`src/rtl/uart_tx_fifo.sv`:
```
// UART transmitter with an internal character FIFO. Frames are sent back-to-back
// with configurable data width, parity (none/odd/even) and one or two stop bits.
module uart_tx_fifo #(
  parameter int CLK_FREQ   = 100_000_000,
  parameter int BAUD       = 115200,
  parameter int DATA_BITS  = 8,
  parameter int PARITY     = 0,
  parameter int STOP_BITS  = 1,
  parameter int FIFO_DEPTH = 16
) (
  input  logic                          clk_100mhz,
  input  logic                          sys_rst_i,
  input  logic [DATA_BITS-1:0]          wr_data_i,
  input  logic                          wr_en_i,
  input  logic                          clr_ovf_i,
  output logic                          terminal_tx,
  output logic                          full_o,
  output logic                          empty_o,
  output logic [$clog2(FIFO_DEPTH):0]   level_o,
  output logic                          busy_o,
  output logic                          overflow_o
);

  localparam int CLKS_PER_BIT = CLK_FREQ / BAUD;
  localparam int AW = $clog2(FIFO_DEPTH);
  localparam int LW = AW + 1;
  localparam int CW = $clog2(CLKS_PER_BIT);
  localparam int BW = 3;

  typedef enum logic [2:0] {S_IDLE, S_START, S_DATA, S_PARITY, S_STOP} state_e;

  state_e                state_q, state_d;
  logic [CW-1:0]         cnt_q, cnt_d;
  logic [BW-1:0]         bit_q, bit_d;
  logic [DATA_BITS-1:0]  shift_q, shift_d;
  logic                  par_q, par_d;
  logic                  tx_q, tx_d;
  logic                  busy_q, busy_d;
  logic [AW-1:0]         wr_ptr_q, wr_ptr_d;
  logic [AW-1:0]         rd_ptr_q, rd_ptr_d;
  logic [LW-1:0]         level_q, level_d;
  logic                  full_q, full_d;
  logic                  empty_q, empty_d;
  logic                  ovf_q, ovf_d;
  logic                  push, drop, pop, load, bit_end;
  logic [DATA_BITS-1:0]  head;
  logic [DATA_BITS-1:0]  fifo_mem [FIFO_DEPTH];

  function automatic logic parity_bit(input logic [DATA_BITS-1:0] d);
    return (PARITY == 1) ? ~(^d) : ^d;
  endfunction

  assign head    = fifo_mem[rd_ptr_q];
  assign bit_end = (cnt_q == CW'(CLKS_PER_BIT - 1));

  always_comb begin
    push     = wr_en_i && !full_q;
    drop     = wr_en_i && full_q;
    wr_ptr_d = push ? wr_ptr_q + AW'(1) : wr_ptr_q;
    rd_ptr_d = pop  ? rd_ptr_q + AW'(1) : rd_ptr_q;
    level_d  = level_q;
    if (push && !pop)
      level_d = level_q + LW'(1);
    else if (!push && pop)
      level_d = level_q - LW'(1);
    full_d  = (level_d == LW'(FIFO_DEPTH));
    empty_d = (level_d == '0);
    // A dropped write takes priority over a clear in the same cycle.
    ovf_d   = drop | (ovf_q & ~clr_ovf_i);
  end

  always_comb begin
    state_d = state_q;
    cnt_d   = cnt_q + CW'(1);
    bit_d   = bit_q;
    shift_d = shift_q;
    par_d   = par_q;
    tx_d    = tx_q;
    busy_d  = busy_q;
    pop     = 1'b0;
    load    = 1'b0;
    case (state_q)
      S_IDLE: begin
        cnt_d  = '0;
        tx_d   = 1'b1;
        busy_d = 1'b0;
        load   = !empty_q;
      end
      S_START: if (bit_end) begin
        cnt_d   = '0;
        bit_d   = '0;
        state_d = S_DATA;
        tx_d    = shift_q[0];
      end
      S_DATA: if (bit_end) begin
        cnt_d = '0;
        if (bit_q == BW'(DATA_BITS - 1)) begin
          bit_d = '0;
          if (PARITY != 0) begin
            state_d = S_PARITY;
            tx_d    = par_q;
          end else begin
            state_d = S_STOP;
            tx_d    = 1'b1;
          end
        end else begin
          bit_d   = bit_q + BW'(1);
          shift_d = shift_q >> 1;
          tx_d    = shift_q[1];
        end
      end
      S_PARITY: if (bit_end) begin
        cnt_d   = '0;
        bit_d   = '0;
        state_d = S_STOP;
        tx_d    = 1'b1;
      end
      S_STOP: if (bit_end) begin
        cnt_d = '0;
        if (bit_q == BW'(STOP_BITS - 1)) begin
          bit_d = '0;
          if (!empty_q) begin
            load = 1'b1;
          end else begin
            state_d = S_IDLE;
            tx_d    = 1'b1;
            busy_d  = 1'b0;
          end
        end else begin
          bit_d = bit_q + BW'(1);
        end
      end
      default: state_d = S_IDLE;
    endcase
    // Loading the next character starts its start bit on the following cycle.
    if (load) begin
      pop     = 1'b1;
      shift_d = head;
      par_d   = parity_bit(head);
      state_d = S_START;
      cnt_d   = '0;
      bit_d   = '0;
      tx_d    = 1'b0;
      busy_d  = 1'b1;
    end
  end

  always_ff @(posedge clk_100mhz) begin
    if (sys_rst_i) begin
      state_q  <= S_IDLE;
      cnt_q    <= '0;
      bit_q    <= '0;
      tx_q     <= 1'b1;
      busy_q   <= 1'b0;
      wr_ptr_q <= '0;
      rd_ptr_q <= '0;
      level_q  <= '0;
      full_q   <= 1'b0;
      empty_q  <= 1'b1;
      ovf_q    <= 1'b0;
    end else begin
      state_q  <= state_d;
      cnt_q    <= cnt_d;
      bit_q    <= bit_d;
      tx_q     <= tx_d;
      busy_q   <= busy_d;
      wr_ptr_q <= wr_ptr_d;
      rd_ptr_q <= rd_ptr_d;
      level_q  <= level_d;
      full_q   <= full_d;
      empty_q  <= empty_d;
      ovf_q    <= ovf_d;
    end
  end

  always_ff @(posedge clk_100mhz) begin
    shift_q <= shift_d;
    par_q   <= par_d;
    if (push)
      fifo_mem[wr_ptr_q] <= wr_data_i;
  end

  assign terminal_tx = tx_q;
  assign busy_o      = busy_q;
  assign full_o      = full_q;
  assign empty_o     = empty_q;
  assign level_o     = level_q;
  assign overflow_o  = ovf_q;

endmodule

```
`config.mk`:
```
export PLATFORM = sky130hd
export DESIGN_NAME = uart_tx_fifo
export DESIGN_NICKNAME = d
export VERILOG_FILES = /design/src/rtl/uart_tx_fifo.sv
export SDC_FILE = /design/constraint.sdc
export NUM_CORES = 1
export LEC_CHECK = 0
export CAP_MARGIN = 25
export CORE_MARGIN = 3
export CORE_UTILIZATION = 35
export CTS_CLUSTER_DIAMETER = 40
export DETAILED_ROUTE_END_ITERATION = 8
export GPL_TIMING_DRIVEN = 0
export SLEW_MARGIN = 40
export SYNTH_ARGS = -nofsm -noshare
export SYNTH_HDL_FRONTEND = slang
export SYNTH_SLANG_ARGS = --single-unit
```
`constraint.sdc`:
```
create_clock -name clk_100mhz -period 2.8 [get_ports clk_100mhz]
set_input_delay 0.56 -clock clk_100mhz [delete_from_list [all_inputs] [get_ports clk_100mhz]]
set_output_delay 0.56 -clock clk_100mhz [all_outputs]
set_load 0.1 [all_outputs]
```
Yosys cells after proc, flatten, opt, wreduce, memory -nomap -nowiden
Memories as Yosys holds them, arrays and structs flattened. A register that Yosys moved wholly into a read port is not among the register bits.
Cells that the tools add are included.
Cells by class
  $add $sub $neg: 6
  equal/unequal tests: 24
  mux-type cells: 46
  bitwise gates (word level): 4
  reduce and logical (&&, ||, !) cells: 25
Operator list (number)
  $mux W3: 12
  $mux W8: 4
  $ne A3 B3 Y1 const B: 7
  $pmux W10 S2: 1
  $mux W1: 19
  $ne A2 B2 Y1 const B: 9
  $reduce_and A8 Y1: 2
  $pmux W3 S5: 1
  $add A10 B1 Y10 const B: 1
  $eq A10 B10 Y1 const B: 1
  $mux W10: 1
  $mux W5: 2
  $pmux W3 S3: 1
  $add A4 B1 Y4 const B: 2
  $mux W4: 2
  $reduce_and A4 Y1: 2
  $reduce_and A7 Y1: 1
  $eq A3 B2 Y1 const B: 2
  $eq A3 B3 Y1 const B: 2
  $logic_not A3 Y1: 2
  $reduce_bool A3 Y1: 2
  $reduce_bool A6 Y1: 1
  $add A5 B1 Y5 const B: 1
  $eq A5 B5 Y1 const B: 1
  16 further kinds: 26
Word-level totals
  bits in registers: 42
  memory bits (writable): 128
  memories kept: 1
Memory list
  fifo_mem: words 16, width 8, read ports 1, clocked after memory_dff 1, wr ports 1, line 47  | logic [DATA_BITS-1:0] fifo_mem [FIFO_DEPTH];

Depth between registers and ports, before layout
  word-level depth: 9
  depth in mapped cells: 9
  depth with buffers taken out: 8

Worst setup path after synthesis
No wires, ideal clock.
  path kind: register to register
  start: reg cnt_q[3]
  end: reg shift_q[0], enable pin
  setup time: 0.398 ns
  data arrival time: 2.247 ns
  path slack: 0.155 ns
  cell stages (with the launch flop): 5
  path buffers: 1
  period minus slack after synthesis: 2.645 ns
  cell sequence: dfxtp_1 > or2_1 > or4_1 > buf_2 > o41ai_1
On the way
  cells in the longest elaborated chain, start to end: 5
Ends and longest elaborated chain
  start, declared: line 33  | logic [CW-1:0] cnt_q, cnt_d;
  start signal, assigned: line 163  | cnt_q <= cnt_d;
  $eq A10 B10 Y1 (*): line 54  | assign bit_end = (cnt_q == CW'(CLKS_PER_BIT - 1));
  $mux W1: line 118  | S_STOP: if (bit_end) begin
  $pmux W1 S2: line 82  | case (state_q)
  $ne A2 B2 Y1 (no source line) / $reduce_bool A2 Y1 (equally long branches)
  $reduce_and A3 Y1 (no source line) (*)
  end signal, assigned: line 177  | shift_q <= shift_d;
  end, declared: line 35  | logic [DATA_BITS-1:0] shift_q, shift_d;
Mark *: on every way between the ends. The rest lies on a longest branch, timed or not.
A chain may end at the register's enable or synchronous reset.

==> impl_metrics.csv <==
group,metric,value,unit
status,outcome,"finished, final reports clean",
timing,min_period_over_period,0.912,
clock_tree,cts_made_buffers,17,
floorplanning,fp.coreArea,19900,um^2
drt,firstDrtPassIters,5,
timing,tightest_slew,0.760,ns
floorplanning,die_h,150,um
pwr,powerDensity,865,nW/um^2
clock_tree,clock_tree.buffer_depth,2,
timing,fmax,0.392,GHz
grt,grt_pass1_wl,23300,um
synth,async_flop_share,0,
synth,synth.cell_area,7240,um^2
timing,setup_violations,0,
floorplanning,die_w,150,um
grt,track_usage,0.138,
synth,ys_top_cells_by_area,"edfxtp_1 (56%), mux4_2 (12%), dfxtp_1 (11%)",
synth,yosys.area.top_type,"edfxtp_1",
floorplanning,initial_core_util,0.364,
timing,fin_skew,0.0159,ns
synth,yosys_warnings,0,
timing,timing.setup.tns,0,ns
synth,synth_edf_count,136,
synth,synth_nets,490,
floorplanning,dieArea,22400,um^2
grt,grt_pass1_vias,4081,
final_layout,final_core_util,0.425,
drt,postRouteAntennaNets,0,
clock_tree,clkTransAtPathRegs,0.07,ns
drt,wl,14500,um
drt,drc,0,
pwr,cellLeakagePower,2.73,nW
synth,synth.top_cell.area_share,0.564,
timing,hold-worst-slack,0.471,ns
clock_tree,cts_max_level,4,
place,place_congestion,0.858,
worst_setup_path,cp-start-kind,"register",
final_layout,antenna_cells,0,
timing,drv_slew,0,
grt,antenna_found_initial,0,
clock_tree,holdBufCountCts,0,
worst_setup_path,cpMaxStageDelayCell,"mux4_2",
worst_setup_path,cp_slowest_stage_delay,0.62,ns
clock_tree,clock_latency,0.43,ns
place,dp_hpwl,9780,um
worst_setup_path,cp.required,2.98,ns
synth,synth.most_common_cell,"edfxtp_1",
clock_tree,cts_num_sinks,174,
worst_setup_path,critPathMaxFanout,10,
final_layout,drive_gt1_frac,0.244,
timing,slew_headroom,0.493,
worst_setup_path,critical_path_buf_inv_count,2,
timing,fin_crit,2.55,ns
timing,finalHoldViolations,0,
synth,syn_area_per_cell,15.5,um^2
floorplanning,rows,51,
worst_setup_path,path_cells,"clkbuf_1, buf_2, mux4_2, mux4_2, nand2_1, nand2_1",
worst_hold_path,hold_start,"cnt_q[0]",
synth,synth.ff_latch_count,174,
drt,routedWlPerCell,18.4,um
pwr,ir_worst_vdd,0.000515,V
worst_setup_path,path_class,"register to register",
final_layout,area_delta_synth_final,16.9,%
drt,route.vias.total,4009,
flow_run,maxCapViolCount,0,
synth,synth_cell_type_count,53,
worst_setup_path,endpoint_kind,"register",
grt,grt_max_degree,19,
floorplanning,ios,22,
worst_hold_path,hp-class,"register to register",
synth,synth_common_cells,"edfxtp_1 (136), nor2_1 (43), nand2_1 (42)",
synth,ys.flop_type,"edfxtp_1",
clock_tree,cts_tree,"done",
worst_setup_path,arrival,2.73,ns
synth,syn-instance-count,467,
worst_setup_path,critPathTopFamily,"multiplexers",
grt,grt.overflow.total,0,
drt,first_iter_violations,330,
synth,ys_seq_area_frac,0.669,
timing,rsz0062_at_grt,"false",
place,io_buffers,21,
drt,via_per_inst,5.07,
final_layout,fin_nets,535,
clock_tree,cts-root-buf,"clkbuf_16",
[cells by family (layout without fill, tap and decap cells)]
family                   Yosys count  count (layout)  share of synthesized area
XOR/XNOR                          18              18                     0.0218
AND/OR/NAND/NOR                  143             143                     0.0983
multiplexers                      43              43                      0.129
flip-flops                       174             174                      0.669
buffers and inverters             37              95                     0.0235
AO/OA/AOI/OAI                     40              40                     0.0380
adder cells (fa/ha/maj)           12              12                     0.0206
[through the flow]
step	worst slack (ns)	power (mW)	instance area [um^2]	instances
after floorplan	0.155	4.57	7240	467
after global placement	-0.899	5.02	7780	753
after detailed placement	-0.466	5.04	7790	757
after CTS	-0.00988	7.38	8410	789
after global routing	0.0552	7.67	8460	790
final	0.247	7.32	8460	790
[final timing paths]
| check | slack, ns | to | depth (start not counted) |
|---|---|---|---|
| setup / recovery | 0.25 | shift_q[1] | 6 |
| hold / removal | 0.47 | cnt_q[0] | 1 |
| setup reg to reg | 0.25 | shift_q[1] | 6 |
| hold reg to reg | 0.47 | cnt_q[0] | 1 |
[layout make-up]
cell class / instances / area [um^2]
buffer: 26 / 133
multi-input combinational: 256 / 2300
clock inverter: 14 / 173
clock buffer: 18 / 429
sequential: 174 / 4840
fill: 1809 / 11400
inverter: 11 / 41.3
timing repair buffer: 26 / 208
tap: 265 / 332
[flip-flops by register name, indices dropped and copies added (netlist names), named ones only]
register / count
cnt_q: 10
busy_o: 1
bit_q: 3
empty_o: 1
shift_q: 8
state_q: 3
full_o: 1
overflow_o: 1
wr_ptr_q: 4
level_o: 5
fifo_mem: 128
terminal_tx: 1
rd_ptr_q: 4
[routing by layer]
metal,up-vias,part of all wire,track usage
met2,109,0.49,0.224
met5,-,0,0
met1,2024,0.45,0.190
met3,6,0.046,0.0357
li1,1870,-,-
met4,0,0.0065,0.0288
[cells in the final DEF, fill, tap and decap left out, drive strengths merged, types with 9 or more instances in the layout]
| cell | instances |
|---|---|
| clkdlybuf4s50 | 11 |
| nor2 | 43 |
| edfxtp | 136 |
| xnor2 | 10 |
| buf | 29 |
| clkbuf | 30 |
| a21oi | 16 |
| ha | 11 |
| nand2 | 42 |
| mux4 | 40 |
| nand2b | 9 |
| dfxtp | 38 |
| nand3 | 9 |
| inv | 16 |
| nor3 | 13 |
[repair_timing]
item	in CTS	in global routing
endpoints found under the hold margin	0	0
buffers inserted	0	1
resized for setup	7	7
setup endpoints to repair	55	125
[report_power, final]
group	switching, mW	leakage, nW	internal, mW
clock	1.07	0.283	1.28
combinational	1.16	0.906	0.737
sequential	0.104	1.54	2.98
total	2.33	2.73	4.99
(Power assumes the default switching activity.)
